`src/rtl/empaquetador_producto_flotante_if.sv`:
```
// Operand-set and packed-result bus for the FP product packer.
// The upstream multiplier and downstream consumer share this single bundle.
interface empaquetador_producto_flotante_if #(
    parameter int unsigned EW = 7,
    parameter int unsigned MW = 8,
    parameter int unsigned CW = 8
);
    logic              i_valid;
    logic              o_ready;
    logic              i_signo_1;
    logic              i_signo_2;
    logic [EW-1:0]     i_exponente_1;
    logic [EW-1:0]     i_exponente_2;
    logic [MW-1:0]     i_mantiza;
    logic              i_aviso_exponente;
    logic              o_valid;
    logic              i_ready;
    logic [EW+MW:0]    o_resultado;
    logic              o_overflow;
    logic              o_underflow;
    logic              i_clr_cnt;
    logic [CW-1:0]     o_cnt_overflow;
    logic [CW-1:0]     o_cnt_underflow;

    modport slave (
        input  i_valid, i_signo_1, i_signo_2, i_exponente_1, i_exponente_2,
               i_mantiza, i_aviso_exponente, i_ready, i_clr_cnt,
        output o_ready, o_valid, o_resultado, o_overflow, o_underflow,
               o_cnt_overflow, o_cnt_underflow
    );

    modport master (
        output i_valid, i_signo_1, i_signo_2, i_exponente_1, i_exponente_2,
               i_mantiza, i_aviso_exponente, i_ready, i_clr_cnt,
        input  o_ready, o_valid, o_resultado, o_overflow, o_underflow,
               o_cnt_overflow, o_cnt_underflow
    );
endinterface

```
`src/rtl/empaquetador_producto_flotante.sv`:
```
// FP multiply back end: biased exponent sum, zero/overflow/underflow classification
// and {sign, exp, mant} packing in a 2-stage valid/ready pipeline with event counters.
module empaquetador_producto_flotante #(
    parameter int unsigned EW   = 7,
    parameter int unsigned MW   = 8,
    parameter int unsigned BIAS = 63,
    parameter int unsigned CW   = 8
) (
    input  logic i_clk,
    input  logic i_rst_n,
    empaquetador_producto_flotante_if.slave bus
);
    localparam int unsigned SW = EW + 2;
    localparam logic [SW-2:0] SUM_MAX = (SW-1)'((1 << EW) - 1);
    localparam logic [CW-1:0] CNT_MAX = '1;

    // Stage 1 state
    logic          v1;
    logic          sign1;
    logic          zero1;
    logic [MW-1:0] mant1;
    logic [SW-1:0] sum1;

    // Stage 2 state (drives the output bus)
    logic             v2;
    logic [EW+MW:0]   resultado;
    logic             overflow;
    logic             underflow;
    logic [CW-1:0]    cnt_overflow;
    logic [CW-1:0]    cnt_underflow;

    logic          adv1, adv2, xfer_out;
    logic [SW-1:0] sum_c;
    logic          is_ovf_c, is_unf_c;
    logic [EW+MW:0] res_c;

    assign adv2     = !v2 || bus.i_ready;
    assign adv1     = !v1 || adv2;
    assign xfer_out = v2 && bus.i_ready;

    assign bus.o_ready         = adv1 && i_rst_n;
    assign bus.o_valid         = v2;
    assign bus.o_resultado     = resultado;
    assign bus.o_overflow      = overflow;
    assign bus.o_underflow     = underflow;
    assign bus.o_cnt_overflow  = cnt_overflow;
    assign bus.o_cnt_underflow = cnt_underflow;

    // Full-width signed sum; SW bits hold every e1+e2+aviso-BIAS without wrap
    assign sum_c = SW'(bus.i_exponente_1) + SW'(bus.i_exponente_2)
                 + SW'(bus.i_aviso_exponente) - SW'(BIAS);

    // Classification of the stage-1 sum, zero operand taking priority
    always_comb begin
        is_ovf_c = 1'b0;
        is_unf_c = 1'b0;
        res_c    = '0;
        if (zero1) begin
            res_c = {sign1, EW'(0), MW'(0)};
        end else if (!sum1[SW-1] && (sum1[SW-2:0] >= SUM_MAX)) begin
            is_ovf_c = 1'b1;
            res_c    = {sign1, {EW{1'b1}}, MW'(0)};
        end else if (sum1[SW-1] || (sum1 == '0)) begin
            is_unf_c = 1'b1;
            res_c    = {sign1, EW'(0), MW'(0)};
        end else begin
            res_c = {sign1, sum1[EW-1:0], mant1};
        end
    end

    always_ff @(posedge i_clk) begin
        if (!i_rst_n) begin
            v1    <= 1'b0;
            sign1 <= 1'b0;
            zero1 <= 1'b0;
            mant1 <= '0;
            sum1  <= '0;
        end else if (adv1) begin
            v1 <= bus.i_valid;
            if (bus.i_valid) begin
                sign1 <= bus.i_signo_1 ^ bus.i_signo_2;
                zero1 <= (bus.i_exponente_1 == '0) || (bus.i_exponente_2 == '0);
                mant1 <= bus.i_mantiza;
                sum1  <= sum_c;
            end
        end
    end

    // Flags follow v2 so they read 0 whenever the output is idle
    always_ff @(posedge i_clk) begin
        if (!i_rst_n) begin
            v2        <= 1'b0;
            resultado <= '0;
            overflow  <= 1'b0;
            underflow <= 1'b0;
        end else if (adv2) begin
            v2        <= v1;
            overflow  <= v1 && is_ovf_c;
            underflow <= v1 && is_unf_c;
            if (v1) begin
                resultado <= res_c;
            end
        end
    end

    always_ff @(posedge i_clk) begin
        if (!i_rst_n || bus.i_clr_cnt) begin
            cnt_overflow  <= '0;
            cnt_underflow <= '0;
        end else if (xfer_out) begin
            if (overflow && (cnt_overflow != CNT_MAX)) begin
                cnt_overflow <= cnt_overflow + CW'(1);
            end
            if (underflow && (cnt_underflow != CNT_MAX)) begin
                cnt_underflow <= cnt_underflow + CW'(1);
            end
        end
    end
endmodule
```
`src/flat_wrapper.sv`:
```
// flat-port wrapper written by rule: the top's interface ports become plain ports
module empaquetador_producto_flotante_flat 
#(
    parameter int unsigned EW   = 7,
    parameter int unsigned MW   = 8,
    parameter int unsigned BIAS = 63,
    parameter int unsigned CW   = 8
)
  (i_clk, i_rst_n, bus_i_valid, bus_i_signo_1, bus_i_signo_2, bus_i_exponente_1, bus_i_exponente_2, bus_i_mantiza, bus_i_aviso_exponente, bus_i_ready, bus_i_clr_cnt, bus_o_ready, bus_o_valid, bus_o_resultado, bus_o_overflow, bus_o_underflow, bus_o_cnt_overflow, bus_o_cnt_underflow);
  empaquetador_producto_flotante_if #(.EW(EW), .MW(MW), .CW(CW)) bus_i ();
  input  logic i_clk;
  input  logic i_rst_n;
  input wire logic [$bits(bus_i.i_valid)-1:0] bus_i_valid;
  input wire logic [$bits(bus_i.i_signo_1)-1:0] bus_i_signo_1;
  input wire logic [$bits(bus_i.i_signo_2)-1:0] bus_i_signo_2;
  input wire logic [$bits(bus_i.i_exponente_1)-1:0] bus_i_exponente_1;
  input wire logic [$bits(bus_i.i_exponente_2)-1:0] bus_i_exponente_2;
  input wire logic [$bits(bus_i.i_mantiza)-1:0] bus_i_mantiza;
  input wire logic [$bits(bus_i.i_aviso_exponente)-1:0] bus_i_aviso_exponente;
  input wire logic [$bits(bus_i.i_ready)-1:0] bus_i_ready;
  input wire logic [$bits(bus_i.i_clr_cnt)-1:0] bus_i_clr_cnt;
  output wire logic [$bits(bus_i.o_ready)-1:0] bus_o_ready;
  output wire logic [$bits(bus_i.o_valid)-1:0] bus_o_valid;
  output wire logic [$bits(bus_i.o_resultado)-1:0] bus_o_resultado;
  output wire logic [$bits(bus_i.o_overflow)-1:0] bus_o_overflow;
  output wire logic [$bits(bus_i.o_underflow)-1:0] bus_o_underflow;
  output wire logic [$bits(bus_i.o_cnt_overflow)-1:0] bus_o_cnt_overflow;
  output wire logic [$bits(bus_i.o_cnt_underflow)-1:0] bus_o_cnt_underflow;
  assign bus_i.i_valid = bus_i_valid;
  assign bus_i.i_signo_1 = bus_i_signo_1;
  assign bus_i.i_signo_2 = bus_i_signo_2;
  assign bus_i.i_exponente_1 = bus_i_exponente_1;
  assign bus_i.i_exponente_2 = bus_i_exponente_2;
  assign bus_i.i_mantiza = bus_i_mantiza;
  assign bus_i.i_aviso_exponente = bus_i_aviso_exponente;
  assign bus_i.i_ready = bus_i_ready;
  assign bus_i.i_clr_cnt = bus_i_clr_cnt;
  assign bus_o_ready = bus_i.o_ready;
  assign bus_o_valid = bus_i.o_valid;
  assign bus_o_resultado = bus_i.o_resultado;
  assign bus_o_overflow = bus_i.o_overflow;
  assign bus_o_underflow = bus_i.o_underflow;
  assign bus_o_cnt_overflow = bus_i.o_cnt_overflow;
  assign bus_o_cnt_underflow = bus_i.o_cnt_underflow;
  empaquetador_producto_flotante #(.EW(EW), .MW(MW), .BIAS(BIAS), .CW(CW)) u_core (.i_clk(i_clk), .i_rst_n(i_rst_n), .bus(bus_i));
endmodule
```
`config.mk`:
```
export PLATFORM = sky130hd
export DESIGN_NAME = empaquetador_producto_flotante_flat
export DESIGN_NICKNAME = d
export VERILOG_FILES = /design/src/rtl/empaquetador_producto_flotante_if.sv /design/src/rtl/empaquetador_producto_flotante.sv /design/src/flat_wrapper.sv
export SDC_FILE = /design/constraint.sdc
export NUM_CORES = 1
export LEC_CHECK = 0
export ABC_AREA = 1
export CORE_MARGIN = 3
export CORE_UTILIZATION = 50
export CTS_CLUSTER_DIAMETER = 30
export CTS_CLUSTER_SIZE = 30
export DETAILED_ROUTE_END_ITERATION = 6
export PLACE_DENSITY = 0.8
export SYNTH_ARGS = -nofsm -noshare
export SYNTH_HDL_FRONTEND = slang
export SYNTH_SLANG_ARGS = --single-unit
```
`constraint.sdc`:
```
create_clock -name i_clk -period 2.8 [get_ports i_clk]
set_clock_uncertainty 0.05 [all_clocks]
set_input_delay 0.42 -clock i_clk [delete_from_list [all_inputs] [get_ports i_clk]]
set_output_delay 0.42 -clock i_clk [all_outputs]
set_load 0.02 [all_outputs]
```
== Word level (Yosys, flattened, before mapping) ==
Cells that the tools add are included.

* Order comparisons: 1
* Reduce and logical (&&, ||, !) cells: 23
* Bitwise operators: 1
* Eq/ne operators: 2
* $add $sub $neg: 5
* Muxes and demuxes: 8

{| class="wikitable"
|+ Operators with widths
! kind !! number
|-
| 15-bit 2-to-1 mux || 3
|-
| 8-bit by 1-bit adder with 8-bit output, second input constant || 2
|-
| 8-bit inequality test, second input constant || 2
|-
| 7-bit zero test || 2
|-
| 9-bit by 1-bit adder with 9-bit output || 1
|-
| 9-bit zero test || 1
|-
| 9-bit by 6-bit subtractor with 9-bit output, second input constant || 1
|-
| 7-bit by 7-bit adder with 8-bit output || 1
|-
| 8-bit by 7-bit >= comparator with 1-bit output, second input constant || 1
|-
| 2-bit AND reduction || 4
|-
| 1-bit logical AND || 7
|-
| 1-bit logical OR || 5
|-
| 1-bit 2-to-1 mux || 5
|-
| 1-bit zero test || 4
|-
| 1-bit bitwise XOR || 1
|}

* Output and inout bits: 36
* Input bits: 30
* Register bits: 55
* Word-level logic and storage cells: 51

== Longest topological paths before layout ==
Gate-level depths: netlist of the first run.

* Depth after elaboration: 6
* Depth in mapped cells: 14
* Depth with buffers taken out: 14

== Worst setup path before layout of the first run ==
No wires, ideal clock.

* Path kind: input to register
* Start point: input bus_i_exponente_2[0]
* End point: register u_core.sum1[6]
* Required time: 2.635 ns
* Buffers on the path: 0
* Slack: 0.690 ns
* Setup time: 0.115 ns
* Stages on the path: 12
* Arrival time: 1.945 ns
* Path through: ha_1 fa_1 ha_1 inv_1 nor2_1 nand2_1 nor2_1 nand2_1 nand2_1 nand2_1 o21ai_0 inv_1

* Longest elaborated chain between the ends: 3

{| class="wikitable"
|+ Ends and longest elaborated chain
! item !! RTL line !! RTL
|-
| start: declaration || flat_wrapper.sv:17 || <nowiki>input wire logic [$bits(bus_i.i_exponente_2)-1:0] bus_i_exponente_2;</nowiki>
|-
| 7-bit by 7-bit adder with 8-bit output || empaquetador_producto_flotante.sv:50 || <nowiki>assign sum_c = SW'(bus.i_exponente_1) + SW'(bus.i_exponente_2)</nowiki>
|-
| 9-bit by 1-bit adder with 9-bit output || empaquetador_producto_flotante.sv:51 || <nowiki>+ SW'(bus.i_aviso_exponente) - SW'(BIAS);</nowiki>
|-
| 9-bit by 6-bit subtractor with 9-bit output || empaquetador_producto_flotante.sv:51 ||
|-
| end signal: assignment || empaquetador_producto_flotante.sv:84 || <nowiki>sum1 <= sum_c;</nowiki>
|-
| end: declaration || empaquetador_producto_flotante.sv:22 || <nowiki>logic [SW-1:0] sum1;</nowiki>
|}

Every way passes these cells.
A chain may end at the register's enable or synchronous reset.

== Worst setup path in the final report of the first run ==
Same ends and word-level chain as after synthesis.

==> reports/results.tsv, run 1 <==
metric	value	unit
Crit Path Max Fanout	3	
detailed router's first-iteration violation count	105	
antenna diode count	0	
# IOs	66	
initial antenna violation count	0	
area post-placement	3490	µm²
Net Count, Synth	428	
area of the multi-input gates	1410	µm²
post-synthesis instance total	386	
Post-Syn Area	2780	µm²
TritonCTS clock tree	built	
FMAX	0.422	GHz
PostCTS Resize Cnt	0	
filler instances	475	
ANT nets after route	0	
Critical Path Start Type	input port	
Post-synth EDFFs	0	
max-cap viol count	0	
Vias	2627	
clk buf depth	2	
die area	6490	µm²
gr usage total	19.4	%
Initial Util	53.0	%
die width	80.5	µm
clock transition at the registers of the reported paths	0.10	ns
Pwr Density	445	nW/µm²
proportion of layout cells with a drive suffix above 1	5.08	%
buffers added on ports	65	
htree depth	2	
DRC errors left	0	
ys async rst share	0	%
routed via count divided by cell count	5.02	
CP Capture Type	flop	
CP Class	in -> reg	
leakage	1.49	nW
root cell of the clock tree	clkbuf_8	
post-route cell area	3580	µm²
largest net degree at the start of global routing	26	
cell taking the most area after synthesis	dfxtp_1	
Area Overhead vs Synth	29.1	%
global-route wire length before repair	10.2	mm
clock sink total	55	
Yosys reg bits	55	
sequential cell area	1100	µm²
Setup-failing EPs final	0	
Tcrit/Tclk final	84.7	%
final slew viol count	0	
Final HPWL DP	4.61	mm
hold buffer count at cts	0	
register area share after synthesis	39.6	%
relative slew slack	63.4	%
CP required	2.96	ns
crit path DAT	2.53	ns
VDD IR max	0.281	mV
status	complete, no violations	
post-CTS setup buffers	0	
Distinct cells, synth	33	
core area	5240	µm²
worst hold path class	reg -> reg	
vias in the first global route	2460	
Worst Tran Pin Value	0.548	ns
setup TNS	0	ns
worst skew pair latency	0.31	ns
die height	80.5	µm
Avg Cell Area, Syn	7.20	µm²
final WL	5.92	mm
RSZ-0062 raised after global routing	false	
total gr overflow	0	
number of detailed-route iterations in the first pass	4	
Final Hold Fails	0	
Routed wire per std cell	11.3	µm
TritonCTS Buffers	5	
gp weighted congestion	0.810	
synth top area cells	dfxtp_1 (40%), nand2_1 (11%), inv_1 (7.8%)	
Yosys top cell area share	39.6	%
Cell Rows	26	
min Tclk post-route	2.37	ns
number of synthesis warnings	0	
top_reg_cell synth	dfxtp_1	
fin nets	494	
stage by stage:
step | total power, mW | util (%) | cells | setup WS, ns | hold slack, ns
after floorplan | 1.06 | - | 386 | 0.690 | 0.379
after global placement | 1.16 | 66.7 | 515 | 0.150 | 0.395
after detailed placement | 1.17 | 66.7 | 515 | 0.0795 | 0.397
after CTS | 1.60 | 68.4 | 523 | 0.416 | 0.418
after global routing | 1.68 | 68.4 | 523 | 0.223 | 0.445
final | 1.60 | 68.4 | 523 | 0.428 | 0.416
cells by family (layout without fill, tap and decap cells):
group | Yosys count | in the layout | share of synthesized area [%]
compound gates | 82 | 82 | 15.7
simple gates | 162 | 162 | 27.3
flops | 55 | 55 | 39.6
fa+ha+maj | 12 | 12 | 5.68
buf+inv | 69 | 136 | 9.77
xor+xnor | 6 | 6 | 1.89
worst max-delay path, stage by stage:
cell,delay [ns]
clkdlybuf4s50_1,0.43
ha_1,0.25
fa_1,0.51
ha_1,0.18
inv_1,0.05
nor2_1,0.09
nand2_1,0.07
nor2_1,0.11
nand2_1,0.09
nand2_1,0.07
nand2_1,0.04
o21ai_0,0.16
inv_1,0.05
layout make-up:
type / count / area share [%]
multi-input cells: 262 / 39.2
repair buffers: 68 / 18.8
clock inverters: 2 / 0.489
flip-flops and latches: 55 / 30.7
well taps: 70 / 2.44
inverters: 60 / 6.35
clock buffers: 6 / 2.02
final timing paths:
kind                                                 startpoint                                     end  slack, ns  cells past startpoint
worst min-delay path               u_core.mant1[0]$_SDFFE_PN0P_  u_core.bus.o_resultado[0]$_SDFFE_PN0P_       0.42                      2
worst max-delay path                       bus_i_exponente_2[0]             u_core.sum1[6]$_SDFFE_PN0P_       0.43                     13
worst max register to register  u_core.bus.o_valid$_SDFFE_PN0P_  u_core.bus.o_resultado[3]$_SDFFE_PN0P_       1.11                      9
worst min register to register     u_core.mant1[0]$_SDFFE_PN0P_  u_core.bus.o_resultado[0]$_SDFFE_PN0P_       0.42                      2
cells in the final DEF (no fill, tap or decap), drive strengths merged, types with 4 or more instances in the layout:
cell,n
a21oi,38
clkbuf,6
clkdlybuf4s50,65
dfxtp,55
ha,11
inv,60
nand2,80
nand3,21
nand4,4
nor2,39
nor3,8
nor4,4
o211ai,8
o21ai,33
xor2,4
sequential cells by signal, indices dropped and copies added (netlist names), 8 cells and up:
register and cells:
u_core.sum1 9, u_core.mant1 8, u_core.bus.o_cnt_underflow 8, u_core.bus.o_resultado 16
u_core.bus.o_cnt_overflow 8
synthesized netlist by cell type (2+ instances only):
| cell type | n |
|---|---|
| buf_2 | 2 |
| nand3b_1 | 2 |
| nor2_1 | 33 |
| clkbuf_1 | 5 |
| xnor2_1 | 2 |
| nor2_4 | 2 |
| nor3_1 | 7 |
| nor2_2 | 3 |
| dfxtp_1 | 55 |
| nand4_1 | 4 |
| xor2_1 | 4 |
| ha_1 | 11 |
| nor3b_1 | 2 |
| a21oi_1 | 38 |
| o21ai_0 | 33 |
| nand3_1 | 19 |
| o211ai_1 | 8 |
| nand2_1 | 79 |
| nand3_2 | 2 |
| nor4_1 | 4 |
| inv_1 | 58 |
| buf_4 | 2 |
per-layer routing:
layer  vias up  global-route usage (%)  wire (µm)
li1       1383                       -          -
met2        53                    36.3       3030
met4         0                    5.24         53
met3         5                    4.15        258
met1      1186                    22.0       2590
met5         -                       0          0
report_power, final:
part	internal [mW]	switching, mW
registers	0.818	0.0217
logic	0.138	0.176
clock network	0.180	0.261
Note: power is estimated with default switching activity, not from simulation.
==> run 2: changes to the inputs <==
==> constraint.sdc (replaced) <==
create_clock -name i_clk -period 2.4 [get_ports i_clk]
set_clock_uncertainty 0.05 [all_clocks]
set_input_delay 0.36 -clock i_clk [delete_from_list [all_inputs] [get_ports i_clk]]
set_output_delay 0.36 -clock i_clk [all_outputs]
set_load 0.02 [all_outputs]
==> run 2 against run 1 <==
  * Utilization rose by 1.4 points
  * Clock power rose by 21%
  * Sequential share of layout area fell by 0.60 points
  * Cell area rose by 2.0%
  * First-iteration DRC count rose by 6.7%
  * Critical path type is now in -> out
  * Critical endpoint is now bus_o_ready
==> reports/results.tsv, run 2 (same netlist as run 1, synthesis figures left out) <==
metric	value	unit
most frequent cells in the layout	nand2_1 (79), clkdlybuf4s50_1 (65), inv_1 (58), dfxtp_1 (55), a21oi_1 (38)	
clock sink total	55	
FMAX	0.449	GHz
Vias	2697	
antenna diode count	0	
Worst Tran Pin Value	0.460	ns
worst skew pair latency	0.32	ns
leakage	1.52	nW
largest net degree at the start of global routing	25	
Routed wire per std cell	11.5	µm
ANT nets after route	0	
commonest non-fill, non-tap cell in the layout	nand2_1	
Reg2Reg Depth	9	
VDD IR max	0.337	mV
die width	80.5	µm
final WL	6.09	mm
fin util	69.8	%
core area	5240	µm²
Final Hold Fails	0	
worst hold path class	reg -> reg	
filler instances	462	
Final Non-Filler Cells	531	
Critical Path Start Type	input port	
Hold Path Stages	2	
fin nets	502	
# IOs	66	
gp weighted congestion	0.832	
DRC errors left	0	
worst-case register-to-register setup slack	0.71	ns
max-cap viol count	0	
proportion of layout cells with a drive suffix above 1	7.38	%
CP required	1.99	ns
launch point of the worst reg-to-reg path	u_core.bus.o_valid$_SDFFE_PN0P_	
total gr overflow	0	
Initial Util	53.0	%
RSZ-0062 raised after global routing	false	
vias in the first global route	2582	
Power, Total	1.90	mW
CP Class	in -> out	
crit path DAT	1.82	ns
die height	80.5	µm
Pwr Density	520	nW/µm²
status	complete, no violations	
final slew viol count	0	
Hold Path Sink	u_core.bus.o_resultado[15]$_SDFFE_PN0P_	
Cell Rows	26	
initial antenna violation count	0	
buffers added on ports	65	
dpl cells	523	
min-delay src	u_core.sign1$_SDFFE_PN0P_	
die area	6490	µm²
hold buffer count at cts	0	
post-route cell area	3660	µm²
gr usage total	20.0	%
area post-placement	3550	µm²
number of detailed-route iterations in the first pass	4	
Crit Path Max Fanout	5	
detailed router's first-iteration violation count	112	
htree depth	2	
Tcrit/Tclk final	92.8	%
relative slew slack	69.0	%
CP Capture Type	primary output	
TritonCTS clock tree	built	
Final HPWL DP	4.81	mm
max reg flops	16	
Setup-failing EPs final	0	
clk buf depth	2	
clock transition at the registers of the reported paths	0.11	ns
routed via count divided by cell count	5.08	
root cell of the clock tree	clkbuf_8	
Reg2Reg Capture Point	u_core.bus.o_resultado[2]$_SDFFE_PN0P_	
global-route wire length before repair	10.5	mm
TritonCTS Buffers	5	
Area Overhead vs Synth	31.6	%
setup TNS	0	ns
min Tclk post-route	2.23	ns
[run 2: repair_timing]
item | 4_1_cts | 5_1_grt
gates resized for setup | 0 | 3
endpoints found under the setup margin | 0 | 1
buffers inserted | 0 | 0
[run 2: final cells by class]
type	count	area, µm²	area share [%]
Clock buffer	5	68.8	1.88
Tap cell	70	87.6	2.40
Sequential cell	55	1100	30.1
Timing Repair Buffer	76	733	20.1
Clock inverter	3	27.5	0.753
Multi-Input combinational cell	262	1410	38.6
Inverter	60	228	6.23
[run 2: worst max path at each step]
stage                               from                           to  slack (ns)  cells after the start
CTS                 bus_i_exponente_2[0]  u_core.sum1[6]$_SDFFE_PN0P_        0.11                     13
finish                       bus_i_ready                  bus_o_ready        0.17                      6
global placement    bus_i_exponente_2[0]  u_core.sum1[6]$_SDFFE_PN0P_       -0.14                     13
detailed placement  bus_i_exponente_2[0]  u_core.sum1[6]$_SDFFE_PN0P_       -0.23                     13
global route        bus_i_exponente_2[0]  u_core.sum1[6]$_SDFFE_PN0P_        0.03                     13
floorplan           bus_i_exponente_2[0]  u_core.sum1[6]$_SDFFE_PN0P_        0.35                     12
[run 2: routing by layer]
metal	track usage, %	routed length [µm]	vias up
met5	0	0	-
met4	5.91	46	0
met3	3.70	253	4
met2	38.9	3200	66
met1	21.6	2580	1222
li1	-	-	1405
[run 2: power breakdown]
part | total (mW) | switching [mW] | leakage [nW] | internal, mW
Combinational | 0.388 | 0.212 | 1.03 | 0.176
Sequential | 0.981 | 0.0258 | 0.449 | 0.955
Clock | 0.534 | 0.319 | 0.0463 | 0.215
Total | 1.90 | 0.557 | 1.52 | 1.35
[run 2: through the flow]
stage / worst slack, ns / hold slack, ns
global placement: -0.137 / 0.394
finish: 0.173 / 0.413
detailed placement: -0.230 / 0.400
floorplan: 0.350 / 0.379
CTS: 0.108 / 0.416
global route: 0.0301 / 0.446
[run 2: worst max-delay path: stages]
cell	delay, ns
clkdlybuf4s50_1	0.48
nor2_4	0.21
nand2_1	0.12
nand2_1	0.07
inv_1	0.05
clkdlybuf4s50_1	0.53
==> run 3: changes to the inputs <==
--- a/config.mk
+++ b/config.mk
@@ -11,7 +11,7 @@
 export CTS_CLUSTER_DIAMETER = 30
 export CTS_CLUSTER_SIZE = 30
 export DETAILED_ROUTE_END_ITERATION = 6
-export PLACE_DENSITY = 0.8
+export PLACE_DENSITY = 0.92
 export SYNTH_ARGS = -nofsm -noshare
 export SYNTH_HDL_FRONTEND = slang
 export SYNTH_SLANG_ARGS = --single-unit
==> constraint.sdc (replaced) <==
create_clock -name i_clk -period 2.1 [get_ports i_clk]
set_clock_uncertainty 0.05 [all_clocks]
set_input_delay 0.315 -clock i_clk [delete_from_list [all_inputs] [get_ports i_clk]]
set_output_delay 0.315 -clock i_clk [all_outputs]
set_load 0.02 [all_outputs]
==> run 3 against run 2 <==
  * Wire length rose by 12%
  * Die area unchanged
  * Clock power grew 11%
  * Critical path type is now in -> reg
  * Critical endpoint is now u_core.sum1[6]$_SDFFE_PN0P_
==> reports/results.tsv, run 3 (same netlist as run 1, synthesis figures left out) <==
metric	value	unit
vias in the first global route	2639	
most frequent cells in the layout	nand2_1 (78), clkdlybuf4s50_1 (60), inv_1 (58), dfxtp_1 (55), a21oi_1 (37)	
Initial Util	53.0	%
CP Capture Type	flop	
DRC errors left	0	
global-route wire length before repair	10.9	mm
CP Class	in -> reg	
max-cap viol count	0	
max reg flops	16	
Power, Total	2.20	mW
root cell of the clock tree	clkbuf_8	
buffers added on ports	65	
largest net degree at the start of global routing	26	
Final Hold Fails	0	
number of detailed-route iterations in the first pass	4	
area of the multi-input gates	1430	µm²
Final HPWL DP	5.23	mm
final WL	6.84	mm
commonest non-fill, non-tap cell in the layout	nand2_1	
htree depth	2	
Cell Rows	26	
filler instances	401	
dpl cells	535	
Hold Slack	0.276	ns
proportion of layout cells with a drive suffix above 1	11.2	%
crit path DAT	2.13	ns
FMAX	0.505	GHz
detailed router's first-iteration violation count	148	
final slew viol count	0	
Area Overhead vs Synth	35.5	%
relative slew slack	67.5	%
# IOs	66	
fin nets	515	
CP required	2.25	ns
leakage	1.61	nW
ANT nets after route	0	
Crit Path Max Fanout	5	
Worst Tran Pin Value	0.483	ns
Final Non-Filler Cells	544	
Tcrit/Tclk final	94.3	%
setup TNS	0	ns
antenna diode count	0	
die height	80.5	µm
Pwr Density	584	nW/µm²
clk buf depth	2	
die area	6490	µm²
Setup-failing EPs final	0	
post-route cell area	3760	µm²
clock transition at the registers of the reported paths	0.11	ns
min Tclk post-route	1.98	ns
clock sink total	55	
worst skew pair latency	0.31	ns
worst hold path class	in -> reg	
area post-placement	3640	µm²
gr usage total	20.9	%
fin util	71.9	%
TritonCTS Buffers	5	
sequential cell area	1100	µm²
total gr overflow	0	
core area	5240	µm²
Critical Path Start Type	input port	
gp weighted congestion	0.834	
worst setup margin	0.120	ns
VDD IR max	0.333	mV
routed via count divided by cell count	5.17	
Routed wire per std cell	12.6	µm
initial antenna violation count	0	
TritonCTS clock tree	built	
hold buffer count at cts	0	
Vias	2814	
pre-CTS WS	-0.468	ns
die width	80.5	µm
status	complete, no violations	
==> run 3: cell count changes in the layout (fill, tap and decap cells not counted), moves of 2 or more <==
cell | before | now
clkdlybuf4s50_1 | 65 | 60
dlymetal6s2s_1 | 0 | 2
ha_1 | 10 | 8
buf_4 | 11 | 24
clkbuf_2 | 0 | 2
==> run 3: area by class of cell <==
cell class | instances | area share, %
multi-input cells | 262 | 38.0
well taps | 70 | 2.33
repair buffers | 89 | 21.9
clock buffers | 5 | 1.83
flip-flops and latches | 55 | 29.3
inverters | 60 | 6.05
clock inverters | 3 | 0.598
==> run 3: routing by layer <==
metal	global-route usage, %	vias up	part of all wire (%)
li1	-	1433	-
met1	21.9	1280	40
met2	41.6	87	53
met3	3.92	14	5.6
met4	5.91	0	1.4
met5	0	-	0
==> run 3: power by group <==
group          switching (mW)  internal, mW
logic                   0.259         0.225
registers              0.0304          1.09
clock network           0.353         0.240
total                   0.642          1.56
==> run 3: worst paths after layout <==
kind                                                                start                                         to  slack, ns  depth (start not counted)
worst max-delay path                                 bus_i_exponente_2[2]                u_core.sum1[6]$_SDFFE_PN0P_       0.12                         12
worst min-delay path                                 bus_i_exponente_1[0]                  u_core.zero1$_SDFFE_PN0P_       0.28                          4
worst max register to register  u_core.bus.o_cnt_overflow[0]$_SDFFE_PP0P_  u_core.bus.o_cnt_overflow[5]$_SDFFE_PP0P_       0.31                          8
worst min register to register                  u_core.sign1$_SDFFE_PN0P_    u_core.bus.o_resultado[15]$_SDFFE_PN0P_       0.41                          2
==> run 3: what timing repair did <==
action                     4_1_cts  5_1_grt
setup buffers                    0        1
pin swaps                        6        8
resized for setup                7        9
setup endpoints to repair        3        3
==> run 3: worst max-delay path, cell delays in order <==
cell	delay, ns
clkdlybuf4s50_1	0.54
ha_4	0.24
a21oi_1	0.23
nand3_1	0.13
nand2_1	0.10
nand2_1	0.08
nor2_2	0.13
nand2_2	0.08
nand2_1	0.06
nand2_1	0.05
o21ai_1	0.12
inv_1	0.05
